[src/rtl/decryption_controller_if.sv]
// Handshake and datapath-control bundle between the AES wrapper/datapath and
// the inverse-cipher sequencer. The master modport is the sequencer's view.
interface decryption_controller_if #(
  parameter int CNT_W = 4
);
  logic             decrypt_enable;
  logic             key_ready;
  logic             abort;
  logic [127:0]     state_in;
  logic             load_state;
  logic [CNT_W-1:0] round_key_index;
  logic             inv_shift_rows_enable;
  logic             inv_sub_bytes_enable;
  logic             add_round_key_enable;
  logic             inv_mix_cols_enable;
  logic             busy;
  logic             plain_valid;
  logic [127:0]     plainOut;

  modport master (
    input  decrypt_enable, key_ready, abort, state_in,
    output load_state, round_key_index, inv_shift_rows_enable,
           inv_sub_bytes_enable, add_round_key_enable, inv_mix_cols_enable,
           busy, plain_valid, plainOut
  );

  modport slave (
    output decrypt_enable, key_ready, abort, state_in,
    input  load_state, round_key_index, inv_shift_rows_enable,
           inv_sub_bytes_enable, add_round_key_enable, inv_mix_cols_enable,
           busy, plain_valid, plainOut
  );
endinterface

[src/rtl/decryption_controller.sv]
// AES-128 InvCipher sequencer: walks an external datapath through the round
// operations with round keys NUM_ROUNDS..0, then captures the plaintext.
module decryption_controller #(
  parameter int NUM_ROUNDS = 10,
  parameter int CNT_W      = 4
) (
  input  logic                    clk,
  input  logic                    n_rst,
  decryption_controller_if.master bus
);

  typedef enum logic [2:0] {
    IDLE, WAIT_KEY, LOAD, INIT_ARK, INV_SR_SB, INV_ARK, INV_MIX, DONE
  } state_e;

  localparam logic [CNT_W-1:0] FIRST_KEY = CNT_W'(NUM_ROUNDS);
  localparam logic [CNT_W-1:0] ONE       = CNT_W'(1);

  state_e           state_q, state_d;
  logic [CNT_W-1:0] cnt_q, cnt_d;
  logic             load_q, ark_q, sr_sb_q, mix_q, busy_q, valid_q;
  logic [127:0]     plain_q;
  logic             finish;

  assign finish = (state_q == DONE) && !bus.abort;

  always_comb begin
    // NOTE: defaults first so every path assigns every signal; no latches.
    state_d = state_q;
    cnt_d   = cnt_q;
    if (bus.abort) begin
      state_d = IDLE;
      cnt_d   = '0;
    end else begin
      unique case (state_q)
        IDLE:     if (bus.decrypt_enable) state_d = WAIT_KEY;
        WAIT_KEY: if (bus.key_ready) begin
                    state_d = LOAD;
                    cnt_d   = FIRST_KEY;
                  end
        LOAD:     state_d = INIT_ARK;
        INIT_ARK: begin
                    state_d = INV_SR_SB;
                    if (cnt_q != '0) cnt_d = cnt_q - ONE;
                  end
        INV_SR_SB: state_d = INV_ARK;
        INV_ARK:  state_d = (cnt_q != '0) ? INV_MIX : DONE;
        INV_MIX:  begin
                    state_d = INV_SR_SB;
                    if (cnt_q != '0) cnt_d = cnt_q - ONE;
                  end
        DONE:     state_d = IDLE;
        default:  state_d = IDLE;
      endcase
    end
  end

  // NOTE: output flops decode state_d, so they always match state_q's decode
  // while driving the datapath glitch-free straight from registers.
  always_ff @(posedge clk or negedge n_rst) begin
    if (!n_rst) begin
      state_q <= IDLE;
      cnt_q   <= '0;
      load_q  <= 1'b0;
      ark_q   <= 1'b0;
      sr_sb_q <= 1'b0;
      mix_q   <= 1'b0;
      busy_q  <= 1'b0;
      valid_q <= 1'b0;
      plain_q <= '0;
    end else begin
      state_q <= state_d;
      cnt_q   <= cnt_d;
      load_q  <= (state_d == LOAD);
      ark_q   <= (state_d == INIT_ARK) || (state_d == INV_ARK);
      sr_sb_q <= (state_d == INV_SR_SB);
      mix_q   <= (state_d == INV_MIX);
      busy_q  <= (state_d != IDLE);
      valid_q <= finish;
      if (finish) plain_q <= bus.state_in;
    end
  end

  assign bus.load_state            = load_q;
  assign bus.round_key_index       = cnt_q;
  assign bus.add_round_key_enable  = ark_q;
  assign bus.inv_shift_rows_enable = sr_sb_q;
  assign bus.inv_sub_bytes_enable  = sr_sb_q;
  assign bus.inv_mix_cols_enable   = mix_q;
  assign bus.busy                  = busy_q;
  assign bus.plain_valid           = valid_q;
  assign bus.plainOut              = plain_q;

endmodule

[src/flat_wrapper.sv]
// flat-port wrapper written by rule: the top's interface ports become plain ports
module decryption_controller_flat 
#(
  parameter int NUM_ROUNDS = 10,
  parameter int CNT_W      = 4
)
  (clk, n_rst, bus_decrypt_enable, bus_key_ready, bus_abort, bus_state_in, bus_load_state, bus_round_key_index, bus_inv_shift_rows_enable, bus_inv_sub_bytes_enable, bus_add_round_key_enable, bus_inv_mix_cols_enable, bus_busy, bus_plain_valid, bus_plainOut);
  decryption_controller_if #(.CNT_W(CNT_W)) bus_i ();
  input  logic clk;
  input  logic n_rst;
  input wire logic [$bits(bus_i.decrypt_enable)-1:0] bus_decrypt_enable;
  input wire logic [$bits(bus_i.key_ready)-1:0] bus_key_ready;
  input wire logic [$bits(bus_i.abort)-1:0] bus_abort;
  input wire logic [$bits(bus_i.state_in)-1:0] bus_state_in;
  output wire logic [$bits(bus_i.load_state)-1:0] bus_load_state;
  output wire logic [$bits(bus_i.round_key_index)-1:0] bus_round_key_index;
  output wire logic [$bits(bus_i.inv_shift_rows_enable)-1:0] bus_inv_shift_rows_enable;
  output wire logic [$bits(bus_i.inv_sub_bytes_enable)-1:0] bus_inv_sub_bytes_enable;
  output wire logic [$bits(bus_i.add_round_key_enable)-1:0] bus_add_round_key_enable;
  output wire logic [$bits(bus_i.inv_mix_cols_enable)-1:0] bus_inv_mix_cols_enable;
  output wire logic [$bits(bus_i.busy)-1:0] bus_busy;
  output wire logic [$bits(bus_i.plain_valid)-1:0] bus_plain_valid;
  output wire logic [$bits(bus_i.plainOut)-1:0] bus_plainOut;
  assign bus_i.decrypt_enable = bus_decrypt_enable;
  assign bus_i.key_ready = bus_key_ready;
  assign bus_i.abort = bus_abort;
  assign bus_i.state_in = bus_state_in;
  assign bus_load_state = bus_i.load_state;
  assign bus_round_key_index = bus_i.round_key_index;
  assign bus_inv_shift_rows_enable = bus_i.inv_shift_rows_enable;
  assign bus_inv_sub_bytes_enable = bus_i.inv_sub_bytes_enable;
  assign bus_add_round_key_enable = bus_i.add_round_key_enable;
  assign bus_inv_mix_cols_enable = bus_i.inv_mix_cols_enable;
  assign bus_busy = bus_i.busy;
  assign bus_plain_valid = bus_i.plain_valid;
  assign bus_plainOut = bus_i.plainOut;
  decryption_controller #(.NUM_ROUNDS(NUM_ROUNDS), .CNT_W(CNT_W)) u_core (.clk(clk), .n_rst(n_rst), .bus(bus_i));
endmodule
[config.mk]
export PLATFORM = sky130hd
export DESIGN_NAME = decryption_controller_flat
export DESIGN_NICKNAME = d
export VERILOG_FILES = /design/src/rtl/decryption_controller_if.sv /design/src/rtl/decryption_controller.sv /design/src/flat_wrapper.sv
export SDC_FILE = /design/constraint.sdc
export NUM_CORES = 1
export LEC_CHECK = 0
export BUFFER_PORTS_ARGS = -buffer_cell sky130_fd_sc_hd__buf_2
export CELL_PAD_IN_SITES_DETAIL_PLACEMENT = 0
export CELL_PAD_IN_SITES_GLOBAL_PLACEMENT = 1
export CORE_AREA = 2 2 128 130
export DETAILED_ROUTE_END_ITERATION = 6
export DIE_AREA = 0 0 130 132
export GPL_ROUTABILITY_DRIVEN = 0
export HOLD_SLACK_MARGIN = 0.03
export PLACE_DENSITY_LB_ADDON = 0.15
export SETUP_SLACK_MARGIN = 0.3
export SLEW_MARGIN = 20
export SYNTH_ARGS = -nofsm -noshare
export SYNTH_HDL_FRONTEND = slang
export SYNTH_SLANG_ARGS = --single-unit
[constraint.sdc]
create_clock -name clk -period 4.8 [get_ports clk]
set_input_delay 1.44 -clock clk [delete_from_list [all_inputs] [get_ports clk]]
set_output_delay 1.44 -clock clk [all_outputs]
set_load 0.02 [all_outputs]
==> flow_metrics.py, run 1 <==
metrics = {
    "timing": {
        "fin_crit_ps": 2647,
        "tns_ps": 0,
        "holdWs_ps": 496.4,
        "relSlewSlack": 0.4804,
        "rsz0062_at_grt": "no",
        "tightest_slew_ps": 779.4,
        "final_max_slew_viol_count": 0,
        "final-setup-viol-count": 0,
        "hold_viol": 0,
        "fmax_ghz": 0.3778,
        "min_period_over_period": 0.5515,
        "clock_skew_ps": 9.737,
    },
    "logic_synthesis": {
        "synth-edff-count": 0,
        "synth.ff_latch_count": 141,
        "yosysWarnings": 0,
        "ys_types": 33,
        "synth-main-ff-cell": "dfrtp_1",
        "ys_seq_area_frac": 0.6517,
        "synthArstFlopShare": 1.000,
        "netlist_area_um2": 5414,
        "syn_inst": 341,
        "synth_fp_nets": 476,
        "avgSynthCellArea_um2": 15.88,
    },
    "route": {
        "vias": 3760,
        "drt_wl_total_mm": 13.08,
        "vias_per_cell": 4.450,
        "drtPass1Iterations": 4,
        "drc": 0,
        "drtAntennaViolNets": 0,
        "drt_iter0_markers": 90,
        "wire_per_inst_um": 15.48,
    },
    "floorplanning": {
        "ios": 272,
        "start_util": 0.3446,
        "die_h_um": 132,
        "rows": 46,
        "die-area_um2": 17160,
        "die_w_um": 130,
        "coreArea_um2": 15710,
    },
    "cts": {
        "root_buffer": "clkbuf_16",
        "htreeDepth": 4,
        "postCtsSetupBuffers": 0,
        "insertion_delay_ps": 420,
        "cts_resized": 0,
        "clock-sinks": 141,
        "cts_made_buffers": 17,
        "ctsHoldBuffers": 0,
        "cts_tree": "yes",
        "clock_tree.buffer_depth": 2,
        "path_clk_slew_ps": 60,
    },
    "critical_path": {
        "crit_chain": "buf_2 -> inv_1 -> nand4_1 -> buf_12 -> mux2_2",
        "slowest_delay_ps": 450,
        "critical_path_class": "in2reg",
        "end_kind": "flop",
        "cp_num_buf_inv": 3,
        "slowest_stage": "buf_12",
        "cp_max_fo": 129,
        "critPathTopFamily": "buffers and inverters",
        "critical_path_arrival_ps": 2950,
        "worst_setup_path_start_kind": "input port",
        "cp.required_ps": 5100,
    },
    "place": {
        "port_buffers": 271,
        "hpwlAfterDp_mm": 9.522,
    },
    "grt": {
        "met1_usage": 0.1696,
        "grt_first_pass_wirelength_mm": 20.22,
        "use_met3": 0.07468,
        "grt_max_degree": 130,
        "grt_remaining_overflow": 0,
        "grt_pass1_vias": 3906,
        "met2_usage": 0.2496,
        "antenna_found_initial": 0,
        "grt_usage": 0.1527,
        "grt-busiest-layer": "met2",
    },
    "layout": {
        "diodes": 0,
        "area_growth_pct": 41.07,
        "nets": 751,
        "drive_gt1_frac": 0.6979,
    },
    "job": {
        "drv_cap": 0,
    },
    "power_and_ir_drop": {
        "power_leakage_nw": 4.542,
        "peakVddDrop_v": 0.0002101,
        "power_density_nw_per_um2": 379.4,
    },
    "min_path": {
        "hold_path.class": "reg2reg",
    },
    "run_status": {
        "outcome": "finished, final reports clean",
    },
}
==> synthesized netlist by cell type, types with 2 or more instances <==
library cell / number / area (um^2)
dfrtp_1: 141 / 3528
mux2_2: 128 / 1441
buf_2: 16 / 80.08
o22ai_1: 2 / 12.51
a21oi_1: 2 / 10.01
o21ai_0: 8 / 40.04
inv_1: 6 / 22.52
and3_1: 2 / 12.51
nor3_1: 2 / 10.01
nor2_1: 3 / 11.26
or3_1: 3 / 18.77
ha_1: 2 / 25.02
nand2_1: 6 / 22.52
==> cell type report <==
cell class | instances | area (um^2)
Clock buffer | 19 | 442.9
Clock inverter | 13 | 211.5
Fill cell | 1452 | 8075
Inverter | 7 | 26.28
Multi-Input combinational cell | 175 | 1760
Sequential cell | 141 | 3528
Tap cell | 216 | 270.3
Timing Repair Buffer | 274 | 1398
==> report_power, final <==
group	total, mW	switching (mW)	leakage (nW)	internal [mW]
registers	1.24	0.0197	1.96	1.22
clock network	1.45	0.512	0.318	0.941
logic	0.206	0.113	2.26	0.0930
total	2.90	0.644	4.54	2.25
==> metal layers <==
metal	part of all wire	vias up
li1	-	1753
met1	0.39	1806
met2	0.48	181
met3	0.11	20
met4	0.019	0
met5	0	-
==> cells in the final DEF (no fill, tap or decap), types with 2 or more instances in the layout <==
cell / count
dfrtp_1: 141
nor3_1: 2
clkbuf_16: 17
ha_1: 2
clkinv_2: 2
and3_1: 2
a21oi_1: 2
o21ai_0: 8
mux2_2: 128
buf_4: 2
bufinv_16: 5
nor2_1: 3
clkinv_4: 2
inv_1: 6
or3_1: 3
buf_2: 270
o22ai_1: 2
inv_6: 3
nand2_1: 6
==> per-stage QoR <==
step | setup WS, ps | util | instances | area (um^2) | power (mW)
2_1_floorplan | 2204 | - | 341 | 5414 | 1.352
3_3_place_gp | 1826 | 0.4444 | 813 | 6983 | 1.467
3_5_place_dp | 1778 | 0.4444 | 813 | 6983 | 1.471
4_1_cts | 2225 | 0.4861 | 845 | 7637 | 2.943
5_1_grt | 2141 | 0.4861 | 845 | 7637 | 3.019
6_report | 2153 | 0.4861 | 845 | 7637 | 2.898
==> logic make-up (layout without fill, tap and decap cells) <==
| logic type | after synthesis | count (layout) | synth area share |
|---|---|---|---|
| DFF | 141 | 141 | 0.6517 |
| muxes | 129 | 129 | 0.2681 |
| buffers and inverters | 25 | 313 | 0.02311 |
| and+or+nand+nor | 23 | 23 | 0.02381 |
| AOI/OAI and AO/OA | 20 | 20 | 0.02704 |
| adders and majority gates | 2 | 2 | 0.004621 |
| xor gates and xnor gates | 1 | 1 | 0.001618 |
==> registers in the layout, indices dropped and copies added, names as in the netlist <==
| name | count |
|---|---|
| u_core.bus.plainOut | 128 |
| u_core.bus.round_key_index | 4 |
| u_core.state_q | 3 |
| u_core.bus.add_round_key_enable | 1 |
| u_core.bus.busy | 1 |
| u_core.bus.inv_mix_cols_enable | 1 |
| u_core.bus.inv_shift_rows_enable | 1 |
| u_core.bus.load_state | 1 |
| u_core.bus.plain_valid | 1 |
==> path summary, 6_finish.rpt <==
kind	startpoint	endpoint	slack (ps)	depth (start not counted)
worst max-delay path	bus_abort	u_core.bus.plainOut[102]	2150	5
worst min-delay path	u_core.bus.plainOut[40]	u_core.bus.plainOut[40]	500	1
worst max register to register	u_core.state_q[0]	u_core.bus.plainOut[102]	2850	3
worst min register to register	u_core.bus.plainOut[40]	u_core.bus.plainOut[40]	500	1
max in group asynchronous	n_rst	u_core.bus.plainOut[74]	2810	2
min in group asynchronous	n_rst	u_core.bus.plainOut[83]	1030	1
No activity file was read; power rests on OpenSTA's default activity.
==> run 2, diff against run 1 <==
clock period = 2.76 ns   (was 4.8 ns; I/O delays follow)
==> flow_metrics.py, run 2 (same netlist as run 1, synthesis figures left out) <==
metrics = {
    "run_status": {
        "outcome": "finished, final reports clean",
    },
    "timing": {
        "tns_ps": 0,
        "fmax_ghz": 0.5192,
        "final-setup-viol-count": 0,
        "tightest_slew_ps": 580.2,
        "final_max_slew_viol_count": 0,
        "min_period_over_period": 0.6979,
        "rsz0062_at_grt": "no",
        "hold_viol": 0,
        "fin_crit_ps": 1926,
        "clock_skew_ps": 7.892,
        "relSlewSlack": 0.6132,
    },
    "power_and_ir_drop": {
        "clkPwrFrac": 0.478,
        "power_mw": 4.822,
        "internal-power_mw": 3.752,
        "p_sw_frac": 0.2220,
        "pwr-share-seq": 0.447,
        "power_leakage_nw": 4.537,
        "comb_power_share": 0.075,
        "p_sw_mw": 1.070,
        "power_density_nw_per_um2": 632.7,
        "peakVddDrop_v": 0.0003775,
    },
    "cts": {
        "cts_made_buffers": 17,
        "htreeDepth": 4,
        "cts_resized": 0,
        "cts_tree": "yes",
        "clock_tree.buffer_depth": 2,
        "root_buffer": "clkbuf_16",
        "path_clk_slew_ps": 60,
        "ctsHoldBuffers": 0,
        "clock-sinks": 141,
        "insertion_delay_ps": 410,
        "postCtsSetupBuffers": 0,
    },
    "layout": {
        "final_cell_mix": "buf_2, dfrtp_1, mux2_2",
        "diodes": 0,
        "final_common_cell": "buf_2",
        "nets": 753,
        "largest_reg_flops": 128,
        "area_growth_pct": 40.79,
        "drive_gt1_frac": 0.6968,
        "nFillCells": 1479,
    },
    "floorplanning": {
        "rows": 46,
        "ios": 272,
        "start_util": 0.3446,
        "coreArea_um2": 15710,
        "die_w_um": 130,
        "die-area_um2": 17160,
        "die_h_um": 132,
    },
    "route": {
        "drt_wl_total_mm": 12.99,
        "vias_per_cell": 4.507,
        "drt_iter0_markers": 63,
        "drc": 0,
        "wire_per_inst_um": 15.35,
        "vias": 3813,
        "drtAntennaViolNets": 0,
        "drtPass1Iterations": 4,
    },
    "grt": {
        "grt_remaining_overflow": 0,
        "grt_max_degree": 74,
        "antenna_found_initial": 0,
        "grt_pass1_vias": 3900,
        "grt_first_pass_wirelength_mm": 19.91,
        "grt_usage": 0.1501,
    },
    "place": {
        "port_buffers": 271,
        "hpwlAfterDp_mm": 9.672,
    },
    "critical_path": {
        "cp_max_fo": 14,
        "slowest_delay_ps": 590,
        "end_kind": "flop",
        "critical_path_arrival_ps": 2220,
        "worst_setup_path_start_kind": "flop",
        "slowest_stage": "or4_4",
        "critical_path_class": "reg2reg",
        "crit_chain": "or4_4 -> o211ai_2 -> a311o_4 -> inv_2 -> or3_1",
        "cp_num_buf_inv": 1,
        "cp.required_ps": 3050,
        "critPathTopFamily": "simple AND/OR/NAND/NOR gates",
    },
    "job": {
        "drv_cap": 0,
    },
    "min_path": {
        "hold_path.class": "in2async",
    },
}
==> run 2: changes by cell type in the layout (fill, tap and decap cells not counted) <==
cell       change
buf_12         +2
clkbuf_8       +1
inv_6          -2
clkbuf_1       +1
clkinv_2       +1
bufinv_16      -2
==> run 2: final cells by class <==
cell class | instances | area [um^2] | area share
clock buffers | 21 | 460.4 | 0.06041
clock inverters | 10 | 138.9 | 0.01822
inverters | 7 | 26.28 | 0.003447
multi-input cells | 175 | 1760 | 0.2310
flip-flops and latches | 141 | 3528 | 0.4629
well taps | 216 | 270.3 | 0.03546
repair buffers | 276 | 1438 | 0.1886
==> run 2: power by group through the flow <==
stage	Clock, mW	Combinational (mW)	Sequential [mW]
floorplan	0	0.101	2.25
global placement	0	0.366	2.19
detailed placement	0	0.370	2.19
CTS	2.38	0.371	2.16
global route	2.48	0.402	2.16
finish	2.30	0.363	2.16
==> run 2: path summary, 6_finish.rpt <==
check	depth (start not counted)	slack, ps	endpoint	startpoint
hold / removal	1	380	u_core.bus.plainOut[82]	n_rst
setup / recovery	5	830	u_core.bus.busy	u_core.state_q[2]
min in group clk	1	500	u_core.bus.plainOut[85]	u_core.bus.plainOut[85]
setup reg to reg	5	830	u_core.bus.busy	u_core.state_q[2]
hold reg to reg	1	500	u_core.bus.plainOut[85]	u_core.bus.plainOut[85]
max in group asynchronous	2	1620	u_core.bus.plainOut[117]	n_rst
==> run 2: per-layer routing <==
metal,share of wire,up-vias,GRT usage
li1,-,1757,-
met1,0.39,1856,0.1657
met2,0.49,179,0.2481
met3,0.11,21,0.06778
met4,0.021,0,0.06511
met5,0,-,0
==> run 2: per-stage QoR <==
stage               std cells  hold slack (ps)    util  setup WS [ps]  cell area (um^2)
floorplan                 341            532.4       -          775.6              5414
global placement          815            482.1  0.4470          529.5              7023
detailed placement        815            487.1  0.4470          475.6              7023
CTS                       846            399.8  0.4851          831.8              7622
global route              846            411.1  0.4851          752.4              7622
finish                    846            381.6  0.4851          833.9              7622
==> run 2: worst reg2reg max path, stage by stage, from the launching register on <==
cell	delay (ps)
dfrtp_1	530
or4_4	590
o211ai_2	110
a311o_4	170
inv_2	50
or3_1	360
==> run 3, diff against run 2 <==
CORE_AREA = 2 2 134 136   (was 2 2 128 130)
DIE_AREA = 0 0 136 138   (was 0 0 130 132)
clock period = 1.57 ns   (was 2.76 ns; I/O delays follow)
==> flow_metrics.py, run 3 (same netlist as run 1, synthesis figures left out) <==
metrics = {
    "run_status": {
        "outcome": "finished, violations left",
        "violations": "negative setup slack",
    },
    "place": {
        "placed_area_um2": 7362,
        "hpwlAfterDp_mm": 10.35,
        "port_buffers": 271,
        "placed_cells": 858,
    },
    "critical_path": {
        "end_kind": "flop",
        "timing.rr.end": "u_core.bus.load_state",
        "slowest_delay_ps": 410,
        "critPathTopFamily": "simple AND/OR/NAND/NOR gates",
        "critical_path_arrival_ps": 2000,
        "critical_path_class": "reg2reg",
        "cp_max_fo": 3,
        "regToRegSetupSlack_ps": -130,
        "worst_setup_path_start_kind": "flop",
        "rr_startpoint": "u_core.bus.round_key_index[0]",
        "cp_num_buf_inv": 2,
        "reg2regPathDepth": 6,
        "cp.required_ps": 1880,
        "crit_chain": "inv_2 -> ha_4 -> or3b_4 -> a311o_4 -> buf_6 -> and3_4",
        "slowest_stage": "dfrtp_2",
    },
    "grt": {
        "grt_usage": 0.1539,
        "grt_remaining_overflow": 0,
        "grt_first_pass_wirelength_mm": 22.20,
        "grt_max_degree": 39,
        "grt_pass1_vias": 4241,
        "antenna_found_initial": 2,
    },
    "cts": {
        "cts_made_buffers": 17,
        "cts_tree": "yes",
        "root_buffer": "clkbuf_16",
        "insertion_delay_ps": 410,
        "path_clk_slew_ps": 60,
        "htreeDepth": 4,
        "clock_tree.buffer_depth": 2,
        "clock-sinks": 141,
    },
    "layout": {
        "final_common_cell": "buf_6",
        "drive_gt1_frac": 0.7363,
        "nFillCells": 1507,
        "final_cell_mix": "buf_6, dfrtp_1, buf_2",
        "nets": 817,
        "largest_reg_flops": 128,
        "fin_cells": 925,
        "area_growth_pct": 72.24,
        "design_area_um2": 9325,
    },
    "timing": {
        "relSlewSlack": 0.7836,
        "final.setup.worst_slack_ps": -126.6,
        "hold_viol": 0,
        "final-setup-viol-count": 47,
        "clock_skew_ps": 7.468,
        "rsz0062_at_grt": "yes",
        "fin_crit_ps": 1697,
        "fmax_ghz": 0.5894,
        "final_max_slew_viol_count": 0,
        "tightest_slew_ps": 324.6,
        "min_period_over_period": 1.081,
        "holdWs_ps": 286.4,
    },
    "route": {
        "drt_iter0_markers": 92,
        "drt_wl_total_mm": 14.88,
        "drc": 0,
        "wire_per_inst_um": 16.08,
        "drtPass1Iterations": 4,
        "vias": 4052,
        "vias_per_cell": 4.381,
        "drtAntennaViolNets": 0,
    },
    "floorplanning": {
        "die_w_um": 136,
        "coreArea_um2": 17530,
        "rows": 49,
        "start_util": 0.3088,
        "ios": 272,
        "die_h_um": 138,
        "die-area_um2": 18770,
    },
    "power_and_ir_drop": {
        "power_density_nw_per_um2": 944.3,
        "power_leakage_nw": 5.097,
        "peakVddDrop_v": 0.0007271,
    },
    "min_path": {
        "hold_start": "bus_state_in[79]",
        "whs_endpoint": "u_core.bus.plainOut[79]",
        "hold_path.class": "in2reg",
        "holdPathStages": 2,
    },
    "job": {
        "drv_cap": 0,
    },
}
run 3: cell count changes in the layout (fill, tap and decap cells not counted), sizes merged:
cell	previous run	this run
dlygate4sd3	0	1
clkinv	5	3
clkbuf	21	26
buf	276	335
diode	0	2
clkinvlp	1	2
run 3: routing by layer:
metal	GRT usage	vias up	part of all wire
li1	-	1890	-
met1	0.1731	1972	0.37
met2	0.2610	160	0.52
met3	0.05244	30	0.076
met4	0.07127	0	0.028
met5	0	-	0
run 3: how the worst max path moves through the flow:
stage,from,end,slack (ps),cells past startpoint
after floorplan,bus_decrypt_enable,u_core.bus.busy,-90,5
after global placement,bus_decrypt_enable,u_core.bus.busy,-210,6
after detailed placement,bus_decrypt_enable,u_core.bus.busy,-210,6
after CTS,u_core.bus.round_key_index[0],u_core.bus.load_state,-120,6
after global routing,u_core.bus.round_key_index[0],u_core.bus.load_state,-170,6
final,u_core.bus.round_key_index[0],u_core.bus.load_state,-130,6
run 3: cell type report:
class / count / area, um^2 / share of cell area
flip-flops and latches: 141 / 3531 / 0.3786
diodes: 2 / 5.005 / 0.0005367
inverters: 7 / 26.28 / 0.002818
multi-input cells: 175 / 1884 / 0.2021
clock buffers: 22 / 464.2 / 0.04978
well taps: 229 / 286.5 / 0.03073
repair buffers: 340 / 2992 / 0.3208
clock inverters: 9 / 136.4 / 0.01463
run 3: metrics by stage:
step	power (mW)	utilization	setup TNS, ps	worst slack [ps]
finish	8.806	0.5318	-1145	-126.6
global route	9.216	0.5318	-8217	-166.5
CTS	8.873	0.4951	-697.4	-122.3
detailed placement	4.600	0.4199	-5382	-211.3
global placement	4.587	0.4199	-3618	-206.1
floorplan	4.145	-	-262.3	-87.11
run 3: worst reg2reg max path, cell delays in order (launching register included):
cell,delay [ps]
dfrtp_2,410
inv_2,80
ha_4,120
or3b_4,390
a311o_4,340
buf_6,120
and3_4,130
run 3: what timing repair did:
item | in CTS | in global routing
setup buffers | 13 | 16
cloned | 0 | 4
resized for setup | 186 | 131
hold buffers | 1 | 0
pin swaps | 1 | 3
setup endpoints to repair | 278 | 280
hold endpoints to repair | 24 | 0
run 3: where the power goes:
group	switching, mW	internal (mW)
logic	0.408	0.517
registers	0.0686	3.73
clock network	1.50	2.58
total	1.97	6.83
